$ cat src/rtl/agc_pkg.sv
// Shared types and constants for the AGC instruction-cycle sequencer.
package agc_pkg;

    localparam int unsigned INSTR_W  = 15;
    localparam int unsigned TP_N     = 12;
    localparam logic [11:0] RESET_PC = 12'h800;

    typedef enum logic [1:0] {
        IDLE  = 2'd0,
        FETCH = 2'd1,
        EXEC  = 2'd2,
        FAULT = 2'd3
    } seq_state_t;

    // Bit positions of the timing pulses within the one-hot tp vector.
    typedef enum int unsigned {
        TP1 = 0, TP2, TP3, TP4, TP5, TP6, TP7, TP8, TP9, TP10, TP11, TP12
    } tp_idx_t;

endpackage

$ cat src/rtl/agc_mct_sequencer_if.sv
// Memory read and execute-datapath handshakes of the sequencer.
interface agc_mct_sequencer_if #(
    parameter int unsigned ADDR_W = 12
);

    logic                         mem_req;
    logic [ADDR_W-1:0]            mem_addr;
    logic                         mem_ack;
    logic [agc_pkg::INSTR_W-1:0]  mem_rdata;
    logic                         exec_start;
    logic                         exec_done;
    logic                         branch_valid;
    logic [ADDR_W-1:0]            branch_target;

    modport master (
        output mem_req, mem_addr, exec_start,
        input  mem_ack, mem_rdata, exec_done, branch_valid, branch_target
    );

    modport slave (
        input  mem_req, mem_addr, exec_start,
        output mem_ack, mem_rdata, exec_done, branch_valid, branch_target
    );

endinterface

$ cat src/rtl/agc_tp_gen.sv
// Twelve-phase one-hot timing-pulse ring with start, hold and clear controls.
module agc_tp_gen
    import agc_pkg::*;
(
    input  logic            clk,
    input  logic            reset,
    input  logic            start,
    input  logic            hold,
    input  logic            clear,
    output logic [TP_N-1:0] tp
);

    always_ff @(posedge clk) begin
        if (reset || clear) begin
            tp <= '0;
        end else if (start) begin
            tp <= TP_N'(1);
        end else if (!hold) begin
            tp <= {tp[TP_N-2:0], tp[TP_N-1]};
        end
    end

endmodule

$ cat src/rtl/agc_mct_sequencer.sv
// Fetch/execute MCT sequencer: owns PC and IR, drives memory reads and
// the execute handshake, and stalls the timing ring on slow responses.
module agc_mct_sequencer
    import agc_pkg::*;
#(
    parameter int unsigned       ADDR_W      = 12,
    parameter logic [ADDR_W-1:0] RESET_PC    = ADDR_W'(agc_pkg::RESET_PC),
    parameter int unsigned       MEM_TIMEOUT = 15
) (
    input  logic                 clk,
    input  logic                 reset,
    input  logic                 run,
    output logic [TP_N-1:0]      tp,
    output logic                 mct_done,
    output logic [ADDR_W-1:0]    pc,
    output logic [INSTR_W-1:0]   ir,
    output logic                 decode_strobe,
    output logic [1:0]           seq_state,
    output logic                 fault,
    agc_mct_sequencer_if.master  bus
);

    localparam int unsigned       CNT_W      = $clog2(MEM_TIMEOUT + 1);
    localparam logic [CNT_W-1:0] STALL_LAST = CNT_W'(MEM_TIMEOUT - 1);

    seq_state_t        state, state_nxt;
    logic              got_ack, done_seen, br_valid;
    logic [ADDR_W-1:0] br_target;
    logic [CNT_W-1:0]  stall_cnt;
    logic              in_fetch, in_exec, ack_now, done_now;
    logic              mem_stall, exec_stall, timeout;
    logic              tp_start, tp_hold, tp_clear;

    assign in_fetch = (state == FETCH);
    assign in_exec  = (state == EXEC);

    assign bus.mem_req    = in_fetch && !got_ack;
    assign bus.mem_addr   = bus.mem_req ? pc : '0;
    assign bus.exec_start = in_exec && tp[TP1];

    assign ack_now  = bus.mem_req && bus.mem_ack;
    assign done_now = in_exec && !done_seen && bus.exec_done;

    // A held TP4 cycle is one with the read still outstanding and no ack now;
    // the MEM_TIMEOUT-th such cycle faults instead of holding again.
    assign mem_stall  = bus.mem_req && !bus.mem_ack && tp[TP4];
    assign timeout    = mem_stall && (stall_cnt == STALL_LAST);
    assign exec_stall = in_exec && tp[TP11] && !done_seen && !bus.exec_done;

    assign decode_strobe = in_fetch && tp[TP6];
    assign mct_done      = tp[TP12];
    assign seq_state     = state;
    assign fault         = (state == FAULT);

    always_comb begin
        state_nxt = state;
        tp_start  = 1'b0;
        tp_clear  = 1'b0;
        tp_hold   = (mem_stall && !timeout) || exec_stall;
        unique case (state)
            IDLE: begin
                if (run) begin
                    state_nxt = FETCH;
                    tp_start  = 1'b1;
                end
            end
            FETCH: begin
                if (timeout) begin
                    state_nxt = FAULT;
                    tp_clear  = 1'b1;
                end else if (tp[TP12]) begin
                    state_nxt = EXEC;
                end
            end
            EXEC: begin
                if (tp[TP12]) begin
                    if (run) begin
                        state_nxt = FETCH;
                    end else begin
                        state_nxt = IDLE;
                        tp_clear  = 1'b1;
                    end
                end
            end
            FAULT: state_nxt = FAULT;
        endcase
    end

    always_ff @(posedge clk) begin
        if (reset) begin
            state     <= IDLE;
            pc        <= RESET_PC;
            ir        <= '0;
            got_ack   <= 1'b0;
            done_seen <= 1'b0;
            br_valid  <= 1'b0;
            br_target <= '0;
            stall_cnt <= '0;
        end else begin
            state <= state_nxt;
            if (ack_now) begin
                ir        <= bus.mem_rdata;
                got_ack   <= 1'b1;
                stall_cnt <= '0;
            end else if (mem_stall) begin
                stall_cnt <= stall_cnt + 1'b1;
            end
            if (done_now) begin
                done_seen <= 1'b1;
                br_valid  <= bus.branch_valid;
                br_target <= bus.branch_target;
            end
            if (in_fetch && tp[TP6]) begin
                pc <= pc + 1'b1;
            end
            if (tp[TP12]) begin
                got_ack   <= 1'b0;
                done_seen <= 1'b0;
                br_valid  <= 1'b0;
                stall_cnt <= '0;
                if (in_exec && br_valid) begin
                    pc <= br_target;
                end
            end
        end
    end

    agc_tp_gen u_tp_gen (
        .clk   (clk),
        .reset (reset),
        .start (tp_start),
        .hold  (tp_hold),
        .clear (tp_clear),
        .tp    (tp)
    );

endmodule

$ cat src/flat_wrapper.sv
// flat-port wrapper written by rule: the top's interface ports become plain ports
module agc_mct_sequencer_flat import agc_pkg::*;
#(
    parameter int unsigned       ADDR_W      = 12,
    parameter logic [ADDR_W-1:0] RESET_PC    = ADDR_W'(agc_pkg::RESET_PC),
    parameter int unsigned       MEM_TIMEOUT = 15
)
  (clk, reset, run, tp, mct_done, pc, ir, decode_strobe, seq_state, fault, bus_mem_req, bus_mem_addr, bus_exec_start, bus_mem_ack, bus_mem_rdata, bus_exec_done, bus_branch_valid, bus_branch_target);
  agc_mct_sequencer_if #(.ADDR_W(ADDR_W)) bus_i ();
  input  logic clk;
  input  logic reset;
  input  logic run;
  output logic [TP_N-1:0] tp;
  output logic mct_done;
  output logic [ADDR_W-1:0] pc;
  output logic [INSTR_W-1:0] ir;
  output logic decode_strobe;
  output logic [1:0] seq_state;
  output logic fault;
  output wire logic [$bits(bus_i.mem_req)-1:0] bus_mem_req;
  output wire logic [$bits(bus_i.mem_addr)-1:0] bus_mem_addr;
  output wire logic [$bits(bus_i.exec_start)-1:0] bus_exec_start;
  input wire logic [$bits(bus_i.mem_ack)-1:0] bus_mem_ack;
  input wire logic [$bits(bus_i.mem_rdata)-1:0] bus_mem_rdata;
  input wire logic [$bits(bus_i.exec_done)-1:0] bus_exec_done;
  input wire logic [$bits(bus_i.branch_valid)-1:0] bus_branch_valid;
  input wire logic [$bits(bus_i.branch_target)-1:0] bus_branch_target;
  assign bus_mem_req = bus_i.mem_req;
  assign bus_mem_addr = bus_i.mem_addr;
  assign bus_exec_start = bus_i.exec_start;
  assign bus_i.mem_ack = bus_mem_ack;
  assign bus_i.mem_rdata = bus_mem_rdata;
  assign bus_i.exec_done = bus_exec_done;
  assign bus_i.branch_valid = bus_branch_valid;
  assign bus_i.branch_target = bus_branch_target;
  agc_mct_sequencer #(.ADDR_W(ADDR_W), .RESET_PC(RESET_PC), .MEM_TIMEOUT(MEM_TIMEOUT)) u_core (.clk(clk), .reset(reset), .run(run), .tp(tp), .mct_done(mct_done), .pc(pc), .ir(ir), .decode_strobe(decode_strobe), .seq_state(seq_state), .fault(fault), .bus(bus_i));
endmodule
$ cat config.mk
export PLATFORM = sky130hd
export DESIGN_NAME = agc_mct_sequencer_flat
export DESIGN_NICKNAME = d
export VERILOG_FILES = /design/src/rtl/agc_pkg.sv /design/src/rtl/agc_mct_sequencer_if.sv /design/src/rtl/agc_tp_gen.sv /design/src/rtl/agc_mct_sequencer.sv /design/src/flat_wrapper.sv
export SDC_FILE = /design/constraint.sdc
export NUM_CORES = 1
export LEC_CHECK = 0
export CAP_MARGIN = 20
export CORE_MARGIN = 2
export CORE_UTILIZATION = 40
export CTS_BUF_LIST = sky130_fd_sc_hd__clkbuf_4
export DETAILED_ROUTE_END_ITERATION = 12
export PLACE_DENSITY = 0.73
export SYNTH_ARGS = -nofsm -noshare
export SYNTH_HDL_FRONTEND = slang
export SYNTH_SLANG_ARGS = --single-unit
$ cat constraint.sdc
create_clock -name clk -period 2.2 [get_ports clk]
set_input_delay 0.44 -clock clk [delete_from_list [all_inputs] [get_ports clk]]
set_output_delay 0.44 -clock clk [all_outputs]
set_load 0.005 [all_outputs]
# Word level (Yosys, flattened, before mapping)

Index checks and enable logic that the tools add are counted.

Register bits: 60
Input port bits: 33
Output and inout bits: 58
Word-level logic and storage cells: 64

Add/sub/neg operators: 2
Equal/unequal tests: 8
Mux-type cells: 18
Reduce and logical (&&, ||, !) cells: 26

Operators by type and width:

| operator                                                        | count |
|---|---|
| 12-bit 2-to-1 mux                                               | 4 |
| 1-bit logical AND                                               | 14 |
| 12-bit by 1-bit adder with 12-bit output, second input constant | 1 |
| 1-bit 2-to-1 mux                                                | 8 |
| 2-bit 2-to-1 mux                                                | 4 |
| 2-bit case mux with 4 select lines                              | 1 |
| 1-bit logical NOT                                               | 5 |
| 4-bit by 1-bit adder with 4-bit output, second input constant   | 1 |
| 2-bit == test, second input constant                            | 2 |
| 4-bit == test, second input constant                            | 1 |
| 2-bit != test, second input constant                            | 2 |
| 2-bit OR reduction                                              | 2 |
| 3-bit != test, second input constant                            | 1 |
| 3-bit AND reduction                                             | 1 |
| 3-bit OR reduction                                              | 1 |
| 2-bit by 1-bit == test with 1-bit output, second input constant | 1 |
| 2-bit logical NOT                                               | 1 |
| 1-bit logical OR                                                | 2 |
| 2-bit by 1-bit != test with 1-bit output, second input constant | 1 |
| 1-bit case mux with 2 select lines                              | 1 |

# Logic depth before layout (Yosys ltp)

Gate-level depths: netlist of the first run.

Depth after elaboration: 10
Mapped depth: 8

# Modules after synthesis

Synthesis of the first run repeated with hierarchy kept, for this count alone.

Cell total of the unflattened synthesis: 315
Area total of the unflattened synthesis: 2677.6 µm²

By module, submodules not included:

| module            | times used | cells an instance | area an instance (µm²) |
|---|---|---|---|
| agc_mct_sequencer | 1          | 275               | 2234.6 |
| agc_tp_gen        | 1          | 40                | 442.9 |

# Worst setup path before layout of the first run

OpenSTA, ideal clock, no wires.

Kind: flip-flop to flip-flop
Start: reg u_core.state[1], in the netlist u_core.seq_state[1]
End: reg u_core.u_tp_gen.tp[10]
Setup time: 117 ps
Arrival: 1712 ps
Slack: 371 ps
Cell stages (with the launch flop): 8
Path buffers: 1
Clock period less this slack: 1829 ps
Cells stage by stage: dfxtp_1 -> inv_1 -> ha_1 -> and4bb_4 -> a21oi_1 -> buf_4 -> mux2i_1 -> nor2_1

Cells in the longest elaborated chain, start to end: 9

RTL lines:

| element                                  | RTL line                                         | text |
|---|---|---|
| from (decl)                              | agc_mct_sequencer.sv:26                          | `seq_state_t state, state_nxt;` |
| from (signal assigned)                   | agc_mct_sequencer.sv:100                         | `state <= state_nxt;` |
| 2-bit by 1-bit == test with 1-bit output | agc_mct_sequencer.sv:34, agc_mct_sequencer.sv:60 |  |
| 1-bit logical AND                        | agc_mct_sequencer.sv:37                          | `assign bus.mem_req = in_fetch && !got_ack;` |
| 1-bit logical AND (2 in a row)           | agc_mct_sequencer.sv:46                          | `assign mem_stall = bus.mem_req && !bus.mem_ack && tp[TP4];` |
| 1-bit logical AND                        | agc_mct_sequencer.sv:47                          | `assign timeout = mem_stall && (stall_cnt == STALL_LAST);` |
| 1-bit 2-to-1 mux                         | agc_mct_sequencer.sv:68                          | `if (timeout) begin` |
| 1-bit case mux with 2 select lines       | agc_mct_sequencer.sv:60                          | `unique case (state)` |
| 1-bit logical OR                         | agc_tp_gen.sv:14                                 | `if (reset \|\| clear) begin` |
| 2-bit OR reduction (no source line)      | n/a                                              |  |
| to (signal assigned)                     | agc_tp_gen.sv:19                                 | `tp <= {tp[TP_N-2:0], tp[TP_N-1]};` |
| to (decl)                                | agc_tp_gen.sv:10                                 | `output logic [TP_N-1:0] tp` |

Parallel ways exist; a longest one is shown, timed or not.
A chain may end at the register's enable or synchronous reset.

# Final worst setup path of the first run

Start: reg u_core.state[1], in the netlist u_core.seq_state[1]
End: out bus_mem_addr[10]

Cells in the longest elaborated chain, start to end: 3

RTL lines:

| element                                  | RTL line                | text |
|---|---|---|
| 2-bit by 1-bit == test with 1-bit output | agc_mct_sequencer.sv:34 | `assign in_fetch = (state == FETCH);` |
| 1-bit logical AND                        | agc_mct_sequencer.sv:37 |  |
| 12-bit 2-to-1 mux                        | agc_mct_sequencer.sv:38 | `assign bus.mem_addr = bus.mem_req ? pc : '0;` |
| to (decl)                                | flat_wrapper.sv:21      | `output wire logic [$bits(bus_i.mem_addr)-1:0] bus_mem_addr;` |

Every way passes these cells.

==> impl_metrics.json, run 1 <==
{
  "slew_violations": 0,
  "grt_pass1_vias": 2403,
  "overflow": 0,
  "insertion_delay_ns": 0.39,
  "violations": "DRC",
  "viasPerCell": 5.01,
  "grt_pass1_wl_um": 11200,
  "drtPass1Iterations": 12,
  "io-pin-count": 91,
  "placed_cells": 478,
  "cts.sink_count": 60,
  "cts_inserted_buffers": 9,
  "antenna_found_initial": 0,
  "post_cts_hold_buffer_count": 0,
  "postLayoutCoreUtil": 0.607,
  "num_vias": 2507,
  "synth_top_area_share": 0.450,
  "path_clk_slew_ns": 0.09,
  "drt_iter0_drc": 122,
  "synth_area_leaders": "dfxtp_1 45%, nand2_1 9.4%, a21oi_1 6.2%",
  "nNetsFinal": 460,
  "cp_data_required_time_ns": 1.76,
  "drcViolationCount": 5,
  "die_area_mm2": 0.00735,
  "fillers": 592,
  "pwr_density_cell_mw_per_mm2": 754,
  "rsz0062_at_grt": "yes",
  "synth_nets": 359,
  "final_cells": 500,
  "r2r_slack_ns": 0.31,
  "antenna_cells": 0,
  "cts_tree": "done",
  "status": "finished, violations left",
  "min_period_over_period": 0.965,
  "row_count": 29,
  "core_area_mm2": 0.00642,
  "skew_ns": 0.00934,
  "ys.warnings.count": 0,
  "setup_tns_ns": 0,
  "total_power_mw": 2.94,
  "start_util": 0.416,
  "hold_slack_ns": 0.455,
  "synth_area_mm2": 0.00267,
  "max_freq_mhz": 471,
  "arrival_ns": 1.68,
  "whs_path_depth": 2,
  "drt.antenna.violating_nets": 0,
  "htree_levels": 3,
  "place_hpwl_um": 4780,
  "syn_to_final_growth_pct": 46.0,
  "cap_viol_max_count": 0,
  "reg2reg_depth": 9,
  "worstSetupEndpointType": "output port",
  "start_kind": "register",
  "syn_avg_cell_area_um2": 8.40,
  "min_path_type": "register to register",
  "cts_buffer_depth": 2,
  "critPathKind": "register to output port",
  "ys_seq_area_frac": 0.450,
  "p_leak_nw": 1.55,
  "yosys.area.top_type": "dfxtp_1",
  "gp_congestion": 0.810,
  "grt_max_degree": 26,
  "ir_worst_vdd_uv": 444,
  "drt-total-wl_um": 6840,
  "drt-wirelength-per-cell_um": 13.7,
  "drive_above_1_share": 0.128,
  "port_buffers": 90,
  "yosysUniqueCellTypes": 39,
  "setup_viol": 0,
  "dieWidth_um": 85.7,
  "grtUsageTotal": 0.189,
  "relSlewSlack": 0.632,
  "layout_min_cycle_time_ns": 2.12,
  "hold_violations": 0,
  "cp_max_fo": 8,
  "syn_inst": 318,
  "fp.dieH_um": 85.7,
  "tightest_slew_ns": 0.553,
  "ys_ff_latch": 60,
  "cts_root_buffer": "clkbuf_4"
}
## Yosys cell counts
cell type  number
nand2_1        67
dfxtp_1        60
a21oi_1        33
nor2_1         30
and2_1         15
mux2i_1        14
a211oi_1       13
clkbuf_1       13
xnor2_1         9
ha_1            8
inv_1           8
nor3_1          8
nand3_1         5
buf_2           4
buf_4           2
nand4_1         2
nor4_2          2
o21a_1          2
o21ai_0         2
xor2_1          2
a2111oi_0       1
a211o_1         1
a311oi_1        1
a31o_2          1
and2b_1         1
and3b_1         1
and4b_1         1
and4bb_4        1
clkbuf_2        1
nand3b_1        1
nand4_2         1
nand4bb_2       1
nor2b_1         1
nor4_1          1
nor4bb_1        1
o22a_1          1
o2bb2ai_1       1
or2_1           1
or3_1           1
## cell families after synthesis
kind of cell    Yosys count  synth area share
simple gates            141             0.252
flops                    60             0.450
compound gates           56             0.127
buf+inv                  28            0.0445
mux                      14            0.0525
xor+xnor                 11            0.0361
fa+ha+maj                 8            0.0375
## path summary, 6_finish.rpt
kind,start,end
worst max register to register,u_core.seq_state[1],u_core.u_tp_gen.tp[0]
worst max-delay path,u_core.seq_state[1],bus_mem_addr[10]
worst min-delay path,u_core.ir[5],u_core.ir[5]
worst min register to register,u_core.ir[5],u_core.ir[5]
## critical path, cell delays in order (launching register included)
cell	delay, ns
dfxtp_2	0.34
inv_2	0.05
ha_4	0.15
and2b_2	0.23
buf_6	0.13
buf_12	0.13
and2_1	0.14
buf_2	0.12
## flip-flops by register name (all words and copies together) (netlist names)
| register | flops |
|---|---|
| u_core.seq_state | 2 |
| u_core.got_ack | 1 |
| u_core.pc | 12 |
| u_core.u_tp_gen.tp | 12 |
| u_core.stall_cnt | 4 |
| u_core.br_valid | 1 |
| u_core.ir | 15 |
| u_core.done_seen | 1 |
| u_core.br_target | 12 |
## cell usage in the layout, fill, tap and decap left out, types with 11 or more instances in the layout
master	count
clkdlybuf4s50_1	75
and2_1	14
buf_4	15
a21oi_1	33
mux2i_1	14
dfxtp_1	58
a211oi_1	13
nor2_1	30
nand2_1	67
clkbuf_4	11
## routing by layer
| layer | GRT usage | wire [um] | up-vias |
|---|---|---|---|
| li1 | - | - | 1273 |
| met1 | 0.239 | 3090 | 1150 |
| met2 | 0.305 | 3200 | 78 |
| met3 | 0.0731 | 507 | 6 |
| met4 | 0.0476 | 44 | 0 |
| met5 | 0 | 0 | - |
## what timing repair did
action | in CTS | in global routing
buffers inserted | 3 | 3
gates cloned | 1 | 0
endpoints found under the setup margin | 15 | 7
pin swaps | 0 | 0
gates resized for setup | 46 | 11
## power breakdown
group / leakage (nW) / internal, mW / switching (mW)
logic: 0.995 / 0.522 / 0.453
clock network: 0.0694 / 0.356 / 0.371
registers: 0.486 / 1.18 / 0.0570
total: 1.55 / 2.06 / 0.881
## final cells by class
class | instances | area [um^2] | share of cell area
multi-input combinational | 230 | 1380 | 0.354
sequential | 60 | 1200 | 0.309
timing repair buffer | 110 | 1060 | 0.273
tap | 77 | 96.3 | 0.0247
clock buffer | 11 | 82.6 | 0.0212
clock inverter | 4 | 41.3 | 0.0106
inverter | 8 | 32.5 | 0.00834
## stage by stage
step	worst slack [ns]	area, um^2
finish	0.0761	3900
CTS	-0.0822	3870
floorplan	0.371	2670
global route	-0.00238	3900
detailed placement	0.122	3700
global placement	0.177	3700
(Power assumes the default switching activity.)
==> inputs of run 2 (changes only) <==
CTS_CLUSTER_SIZE = 8   (was default)
==> results of run 2 <==
Same layout as run 1: the final DEF is identical, and so are final timing and power.
==> inputs of run 3 (changes only) <==
ABC_AREA = 1   (was default)
CORE_UTILIZATION = 48   (was 40)
PLACE_DENSITY = 0.84   (was 0.73)
==> run 3 against run 2 <==
Net effect: the flow now finishes without violations; first-iteration DRC count decreased by 11%; routed wire length increased by 6.1%; maximum frequency decreased by 2.7%; clock skew shrank 0.0023 ns; synthesized cell count up 22%; total power grew 7.1%; core utilization grew 12 points; final area is 4.1% higher.
==> impl_metrics.json, run 3 <==
{
  "status": "finished, final reports clean",
  "syn_inst": 387,
  "cts.sink_count": 60,
  "crit_family": "buffers and inverters",
  "cts_buffer_depth": 2,
  "setup_viol": 0,
  "path_clk_slew_ns": 0.09,
  "p_leak_nw": 1.67,
  "skew_ns": 0.00708,
  "hold_path.startpoint": "u_core.br_target[0]",
  "layout_min_cycle_time_ns": 2.18,
  "start_util": 0.505,
  "drtPass1Iterations": 7,
  "cts_tree": "done",
  "slowest_delay_ns": 0.34,
  "most-common-layout-cells": "75 x clkdlybuf4s50_1, 65 x nand2_1, 58 x dfxtp_1, 54 x a21oi_1, 50 x inv_1",
  "cts_inserted_buffers": 9,
  "r2r_slack_ns": 0.18,
  "synth-async-reset-ratio": 0,
  "min_path_type": "register to register",
  "drt_iter0_drc": 109,
  "multi_input_area_mm2": 0.00132,
  "drt-wirelength-per-cell_um": 12.7,
  "final_common_cell": "clkdlybuf4s50_1",
  "path_buf_inv": 6,
  "yosys.area.top_type": "dfxtp_1",
  "gp_congestion": 0.876,
  "largest-register": "u_core.ir",
  "critPathKind": "register to output port",
  "viasPerCell": 5.04,
  "place_worst_setup_slack_ns": 0.125,
  "num_vias": 2881,
  "ys.warnings.count": 0,
  "hold_violations": 0,
  "core_area_mm2": 0.00557,
  "rsz0062_at_grt": "yes",
  "htree_levels": 3,
  "hold_end": "u_core.br_target[0]",
  "reg2reg_depth": 13,
  "post-synth-top-count-cell": "nand2_1",
  "grt_max_degree": 28,
  "fillers": 437,
  "largest_register_ffs": 15,
  "pwr_density_cell_mw_per_mm2": 776,
  "antenna_cells": 0,
  "cap_viol_max_count": 0,
  "drt-total-wl_um": 7260,
  "cts_root_buffer": "clkbuf_4",
  "place_hpwl_um": 5140,
  "grt_pass1_vias": 2604,
  "io-pin-count": 91,
  "syn_to_final_growth_pct": 44.1,
  "synth_area_mm2": 0.00282,
  "drt.antenna.violating_nets": 0,
  "port_buffers": 90,
  "relSlewSlack": 0.600,
  "min_period_over_period": 0.992,
  "whs_path_depth": 2,
  "insertion_delay_ns": 0.39,
  "hold_slack_ns": 0.449,
  "cp_max_fo": 4,
  "tightest_slew_ns": 0.600,
  "synth_nets": 428,
  "cp_data_required_time_ns": 1.76,
  "rr_startpoint": "u_core.seq_state[1]",
  "synth_top_area_share": 0.426,
  "slew_violations": 0,
  "synth_area_leaders": "dfxtp_1 43%, a21oi_1 9.6%, nand2_1 8.8%",
  "grtUsageTotal": 0.229,
  "drcViolationCount": 0,
  "row_count": 27,
  "start_kind": "register",
  "worstPathCellList": "inv_4 > ha_4 > inv_4 > nor2_4 > buf_6 > clkinvlp_4 > buf_6 > nor2_1 > buf_2",
  "die_area_mm2": 0.00650,
  "ir_worst_vdd_uv": 528,
  "fin_ws_ns": 0.0175,
  "dieWidth_um": 80.6,
  "drive_above_1_share": 0.164,
  "fp.dieH_um": 80.6,
  "grt_pass1_wl_um": 11500,
  "ys_ff_latch": 60,
  "synth_common_cells": "66 x nand2_1, 60 x dfxtp_1, 54 x a21oi_1",
  "syn_avg_cell_area_um2": 7.28,
  "overflow": 0,
  "yosysUniqueCellTypes": 29,
  "synth_edf_count": 0,
  "nNetsFinal": 536,
  "crit_slowest_cell": "dfxtp_2",
  "post_cts_hold_buffer_count": 0,
  "ys_seq_area_frac": 0.426,
  "arrival_ns": 1.74,
  "antenna_found_initial": 0,
  "synthFlopType": "dfxtp_1",
  "max_freq_mhz": 458,
  "worstSetupEndpointType": "output port",
  "regArea_mm2": 0.00121,
  "reg2reg_to": "u_core.u_tp_gen.tp[8]"
}
[run 3: changes by cell type in the layout (fill, tap and decap cells not counted), moves of 7 or more]
cell	previous run	this run
xnor2_1	9	0
nor2_1	30	23
inv_1	6	50
mux2i_1	14	0
nand3_1	5	42
and2_1	14	0
a21oi_1	33	54
o21ai_0	2	23
a211oi_1	13	0
[run 3: kinds of logic (layout without fill, tap and decap cells)]
logic type               after synthesis  after routing  synth area share
XOR/XNOR                               4              4            0.0124
AND/OR/NAND/NOR                      155            155             0.255
flip-flops                            60             60             0.426
adder cells (fa/ha/maj)                8              8            0.0355
buffers and inverters                 77            190             0.119
AO/OA/AOI/OAI                         83             83             0.152
[run 3: worst max path at each step]
stage / from / endpoint / depth (start not counted)
after detailed placement: u_core.seq_state[1] / bus_mem_addr[4] / 7
after global routing: u_core.seq_state[1] / bus_mem_addr[10] / 9
after global placement: u_core.seq_state[1] / bus_mem_addr[10] / 7
after floorplan: u_core.seq_state[1] / bus_mem_addr[10] / 8
after CTS: u_core.seq_state[1] / bus_mem_addr[1] / 10
final: u_core.seq_state[1] / bus_mem_addr[3] / 9
[run 3: metrics by stage]
step	area, um^2	power (mW)	cells	util	TNS [ns]
6_report	4060	3.15	572	0.728	0
4_1_cts	4000	3.08	568	0.717	-0.260
3_3_place_gp	3770	2.08	540	0.676	0
3_5_place_dp	3770	2.10	540	0.676	0
5_1_grt	4060	3.32	572	0.728	-0.254
2_1_floorplan	2820	1.77	387	-	0
[run 3: what timing repair did]
action                                  in CTS  in global routing
endpoints found under the setup margin      14                 16
setup buffers                               11                  5
pin swaps                                    7                  8
gates resized for setup                     61                 17
gates cloned                                 1                  0
[run 3: per-layer routing]
layer  global-route usage  vias to the layer above  routed length [um]
met4               0.0780                        0                  92
met2                0.376                       96                3590
met1                0.273                     1314                3040
met5                    0                        -                   0
met3               0.0910                       11                 535
li1                     -                     1460                   -
[run 3: layout make-up]
type	count	area share
clock inverters	3	0.00925
repair buffers	116	0.265
well taps	72	0.0222
flip-flops and latches	60	0.297
multi-input cells	250	0.326
clock buffers	13	0.0240
repair inverters	1	0.00185
inverters	57	0.0549
[run 3: report_power, final]
part           switching (mW)  internal (mW)  leakage (nW)
clock                   0.366          0.392        0.0771
combinational           0.538          0.575          1.11
sequential             0.0704           1.21         0.487
[run 3: worst register-to-register path, stage by stage (launching register included)]
cell	delay, ns
dfxtp_2	0.34
inv_4	0.06
ha_4	0.15
inv_4	0.04
nor2_4	0.15
buf_4	0.15
buf_12	0.09
buf_4	0.23
nand2_4	0.10
inv_2	0.07
o21ai_2	0.18
nand2_4	0.19
nand2_1	0.08
a21oi_1	0.12
==> variant 1 (flow settings as in run 3) <==
`MEM_TIMEOUT` is set to 15 in 2 places; all go to 30.
--- a/src/rtl/agc_mct_sequencer.sv
+++ b/src/rtl/agc_mct_sequencer.sv
@@ -6,5 +6,5 @@
     parameter int unsigned       ADDR_W      = 12,
     parameter logic [ADDR_W-1:0] RESET_PC    = ADDR_W'(agc_pkg::RESET_PC),
-    parameter int unsigned       MEM_TIMEOUT = 15
+    parameter int unsigned       MEM_TIMEOUT = 30
 ) (
     input  logic                 clk,
--- a/src/flat_wrapper.sv
+++ b/src/flat_wrapper.sv
@@ -4,5 +4,5 @@
     parameter int unsigned       ADDR_W      = 12,
     parameter logic [ADDR_W-1:0] RESET_PC    = ADDR_W'(agc_pkg::RESET_PC),
-    parameter int unsigned       MEM_TIMEOUT = 15
+    parameter int unsigned       MEM_TIMEOUT = 30
 )
   (clk, reset, run, tp, mct_done, pc, ir, decode_strobe, seq_state, fault, bus_mem_req, bus_mem_addr, bus_exec_start, bus_mem_ack, bus_mem_rdata, bus_exec_done, bus_branch_valid, bus_branch_target);
Function: no difference found for any inputs over 10 cycles, from zero or initial values and one cycle with reset high; that may be too few to reach the edited logic, so the function may still have changed.
==> variant 1 against run 3 <==
Combinational power is 17% lower. Sequential cell count grew 1. Design area fell by 0.89%. Cell count fell by 2.3%. Wire length is 3.1% lower. Clock power up 9.5%. Sequential share of layout area up 0.77 points. Total power decreased by 3.0%. Clock skew increased by 7.6 ps. Setup slack better by 12 ps. Area after synthesis fell by 0.18%. Maximum frequency rose by 0.56%. Largest power group unchanged.
==> variant 1: results (changes against run 3) <==
stage,metric,value,unit,change
worst_setup_path,RR Endpoint,u_core.u_tp_gen.tp[4],,was u_core.u_tp_gen.tp[8]
final_layout,final net count,524,,was 536
grt,GR Util met1,25.0,%,was 27.3%
status,run status,completed,,unchanged
grt,met2 usage,38.1,%,was 37.6%
synthesis,"top cells by count, synth","nand2_1, dfxtp_1, a21oi_1, inv_1, nand3_1",,unchanged
placed_design,Inst Count DP,538,,was 540
detailed_routing,routed length per placed instance,12.6,µm,was 12.7 µm
final_layout,Non-clk bufs,104,,was 116
power_and_ir_drop,Leak Pwr,1.77,nW,was 1.67 nW
power_and_ir_drop,peak supply drop,508,µV,was 528 µV
synthesis,dominant cells by area after synthesis,"dfxtp_1, nand2_1, a21oi_1",,"was dfxtp_1, a21oi_1, nand2_1"
placed_design,Final GP Congestion,0.825,,was 0.876
detailed_routing,WL met3,461,µm,was 535 µm
placed_design,Final HPWL DP,5030,µm,was 5140 µm
detailed_routing,vias per inst,4.96,,was 5.04
synthesis,xor-xnor portion of the synthesized cell area,1.87,%,was 1.24%
synthesis,Cell variety after synth,31,,was 29
final_layout,Seq area share,30.5,%,was 29.7%
worst_setup_path,critical path peak fanout,5,,was 4
final_layout,"Non-clock buffers, area share",25.7,%,was 26.5%
synthesis,Synth Area in Compound Gates,15.3,%,was 15.2%
final_layout,share of layout cells above drive strength 1,10.5,%,was 16.4%
worst_setup_path,Register-to-Register Path Depth,11,,was 13
worst_setup_path,Worst setup endpoint,decode_strobe,,was bus_mem_addr[3]
detailed_routing,First-pass DRT Iterations,4,,was 7
grt,total global-route track usage,22.0,%,was 22.9%
final_layout,Layout Cells excl Fill,559,,was 572
final_layout,fill count,447,,was 437
final_layout,inverters,57,,was 58
timing,relative max-transition margin,66.7,%,was 60.0%
grt,met3 usage,6.07,%,was 9.10%
detailed_routing,Metal-1 WL,2920,µm,was 3040 µm
grt,global-route wire length before repair,11200,µm,"was 11,500 µm"
detailed_routing,initial DRC count,167,,was 109
timing,Worst Clk Skew,14.7,ps,was 7.08 ps
final_layout,ClkCell Share,3.64,%,was 3.33%
synthesis,"Seq/Total Area, Yosys",43.4,%,was 42.6%
-- variant 1: cell types whose count changed in the layout (fill, tap and decap cells not counted), sizes merged, moves of 2 or more --
cell,before,now
buf,36,14
a31oi,2,0
clkbuf,15,9
dlymetal6s2s,2,12
clkdlybuf4s50,75,77
nand4,3,5
clkinv,2,4
nand2,69,80
clkinvlp,2,0
nand3,45,31
nor2,30,28
-- variant 1: repair_timing --
| action | in CTS | in global routing |
|---|---|---|
| cloned | 0 | 0 |
| endpoints found under the setup margin | 15 | 14 |
| hold buffers | 0 | 0 |
| buffers inserted | 4 | 2 |
| endpoints found under the hold margin | 0 | 0 |
| gates resized for setup | 10 | 18 |
-- variant 1: worst max-delay path, cell delays in order (launching register included) --
cell and delay (ps):
dfxtp_4 370, inv_2 80, ha_4 190, nand2_2 120, inv_1 90, clkdlybuf4s50_1 500
-- variant 1: through the flow --
step / total power [mW] / setup slack [ps] / hold slack, ps / utilization, % / TNS [ps]
after floorplan: 1.76 / 562 / 420 / - / 0
after global placement: 2.08 / 219 / 427 / 67.3 / 0
after detailed placement: 2.10 / 136 / 431 / 67.3 / 0
after CTS: 3.02 / 11.5 / 445 / 71.0 / 0
after global routing: 3.24 / -57.7 / 476 / 72.2 / -57.7
final: 3.05 / 29.8 / 444 / 72.2 / 0
-- variant 1: power breakdown --
part	internal (mW)	switching, mW
registers	1.23	0.0717
logic	0.444	0.480
clock network	0.446	0.385
-- variant 1: worst min path at each step --
stage                     endpoint  depth (start not counted)
3_3_place_gp   u_core.br_target[3]                          2
5_1_grt        u_core.br_target[0]                          2
4_1_cts        u_core.br_target[3]                          2
6_report       u_core.br_target[3]                          2
2_1_floorplan  u_core.br_target[3]                          2
3_5_place_dp   u_core.br_target[3]                          2
==> variant 2 (config.mk and constraints of run 3) <==
Without the edit above. Make the reset (`reset`) asynchronous in one clocked block.
--- a/src/rtl/agc_mct_sequencer.sv
+++ b/src/rtl/agc_mct_sequencer.sv
@@ -87,5 +87,5 @@
     end
 
-    always_ff @(posedge clk) begin
+    always_ff @(posedge clk or posedge reset) begin
         if (reset) begin
             state     <= IDLE;
Check against the original RTL: differs if reset is asserted again (counterexample within 4 cycles, from zero or initial values and one cycle with reset high); with reset held inactive, the same outputs for 10 cycles.
==> variant 2 against run 3 <==
Setup slack improved by 56 ps. Sequential power decreased by 9%. Die area increased by 7.3%. Sequential cell count unchanged. Wire length increased by 0.58%. Design area increased by 3.2%. Total power decreased by 24%. Area after synthesis increased by 7.6%. Largest cell class is now registers. Highest routed layer unchanged.
==> variant 2: results (changes against run 3) <==
stage,metric,value,unit,change
synthesis,"Seq/Total Area, Yosys",47.6,%,was 42.6%
clock_tree,clk slew on worst S/H paths,110,ps,was 90 ps
final_layout,final net count,517,,was 536
placed_design,dpl ws,-0.800,ps,was 125 ps
timing,Worst Clk Skew,20.1,ps,was 7.08 ps
detailed_routing,vias post-DR,2710,,"was 2,881"
final_layout,Biggest register,u_core.ir,,unchanged
grt,largest net degree at the start of global routing,49,,was 28
worst_setup_path,critical path peak fanout,4,,unchanged
grt,global-route wire length before repair,12400,µm,"was 11,500 µm"
detailed_routing,First-pass DRT Iterations,4,,was 7
timing,Slew @ Worst Pin,597,ps,was 600 ps
clock_tree,CTS max path bufs,2,,unchanged
synthesis,dominant cells by area after synthesis,"dfrtp_1, nand2_1, dfxtp_1",,"was dfxtp_1, a21oi_1, nand2_1"
placed_design,Final GP Congestion,0.868,,was 0.876
clock_tree,CTS buffer count,9,,unchanged
status,run status,completed,,unchanged
final_layout,fill count,477,,was 437
placed_design,port bufs,90,,unchanged
clock_tree,H-tree lvl count,3,,unchanged
synthesis,post-synthesis area per instance,8.13,µm²,was 7.28 µm²
final_layout,max reg flops,15,,unchanged
detailed_routing,Total Routed Length,7300,µm,was 7260 µm
job,max-cap viol count,0,,unchanged
power_and_ir_drop,switch share,28.9,%,was 30.9%
detailed_routing,vias per inst,4.87,,was 5.04
power_and_ir_drop,Leak Pwr,2.12,nW,was 1.67 nW
final_layout,share of layout cells above drive strength 1,15.0,%,was 16.4%
clock_tree,Skew-Pair Late Insertion Delay,410,ps,was 390 ps
placed_design,Final HPWL DP,5100,µm,was 5140 µm
synthesis,"Top FF cell, synth",dfrtp_1,,was dfxtp_1
grt,number of global-route vias before repair,2581,,"was 2,604"
worst_hold_path,worst min-delay path class,reg -> reg,,unchanged
clock_tree,Clk Tree Root Cell,clkbuf_4,,unchanged
power_and_ir_drop,peak supply drop,383,µV,was 528 µV
final_layout,n_diodes,0,,unchanged
synthesis,Ys Warns,0,,unchanged
detailed_routing,initial DRC count,171,,was 109
placed_design,Inst Count DP,534,,was 540
synthesis,"top cells by count, synth","nand2_1, inv_1, dfrtp_1, nand3_1, nor2_1",,"was nand2_1, dfxtp_1, a21oi_1, inv_1, nand3_1"
synthesis,Cell variety after synth,31,,was 29
grt,initial antenna violation count,0,,unchanged
synthesis,Synth async-reset ratio,80.0,%,was 0%
grt,total global-route track usage,21.9,%,was 22.9%
worst_setup_path,critical path data arrival time,1690,ps,was 1740 ps
synthesis,Synth Net Count,414,,was 428
## variant 2: cell count changes after synthesis, moves of 10 or more
cell,delta
nand3_1,-11
a21oi_1,-49
nor2_2,+10
dfxtp_1,-48
nand2_1,+48
dfrtp_1,+47
## variant 2: routing by layer
layer | vias up | track usage [%] | wire, µm
met2 | 86 | 33.8 | 3410
met5 | - | 0 | 0
li1 | 1363 | - | -
met1 | 1253 | 29.6 | 3330
met3 | 8 | 6.63 | 477
met4 | 0 | 7.48 | 78
## variant 2: cells by family (layout without fill, tap and decap cells)
kind of cell    Yosys count  after routing  share of synthesized area [%]
compound gates           23             23                           4.04
xor+xnor                  1              1                          0.289
fa+ha+maj                 8              8                           3.30
buf+inv                  65            173                           9.20
flops                    60             60                           47.6
mux                      15             15                           6.68
simple gates            201            201                           28.9
## variant 2: path summary, 6_finish.rpt
kind,endpoint,cells after the start,startpoint,slack (ps)
max,fault,3,u_core.seq_state[0],70
min,u_core.pc[2],2,u_core.br_target[2],460
max reg2reg,u_core.stall_cnt[0],9,u_core.seq_state[0],530
min reg2reg,u_core.pc[2],2,u_core.br_target[2],460
max in group asynchronous,u_core.seq_state[0],3,reset,1210
min in group asynchronous,u_core.pc[2],3,reset,560
## variant 2: power by group through the flow
stage	combinational (mW)	sequential (mW)	clock [mW]
floorplan	0.244	1.18	0
global placement	0.450	1.17	0
detailed placement	0.456	1.18	0
CTS	0.547	1.16	0.656
global route	0.636	1.17	0.704
finish	0.581	1.16	0.636
## variant 2: critical path, cell delays in order, from the launching register on
cell	delay (ps)
dfrtp_2	460
buf_4	150
ha_1	220
clkdlybuf4s50_1	460
## variant 2: layout make-up
| type | count | share of cell area [%] |
|---|---|---|
| flip-flops and latches | 60 | 34.5 |
| multi-input cells | 248 | 32.2 |
| repair buffers | 104 | 23.8 |
| inverters | 53 | 4.75 |
| well taps | 75 | 2.24 |
| clock buffers | 12 | 2.15 |
| clock inverters | 4 | 0.418 |
## variant 2: repair_timing
action,CTS,global route
setup buffers,4,2
resized for setup,23,4
endpoints found under the setup margin,15,3
cloned,0,0
## variant 2: stage by stage
stage,setup TNS [ps],area [µm²]
detailed placement,-0.800,4010
floorplan,0,3030
global route,0,4190
CTS,0,4170
finish,0,4190
global placement,0,4010
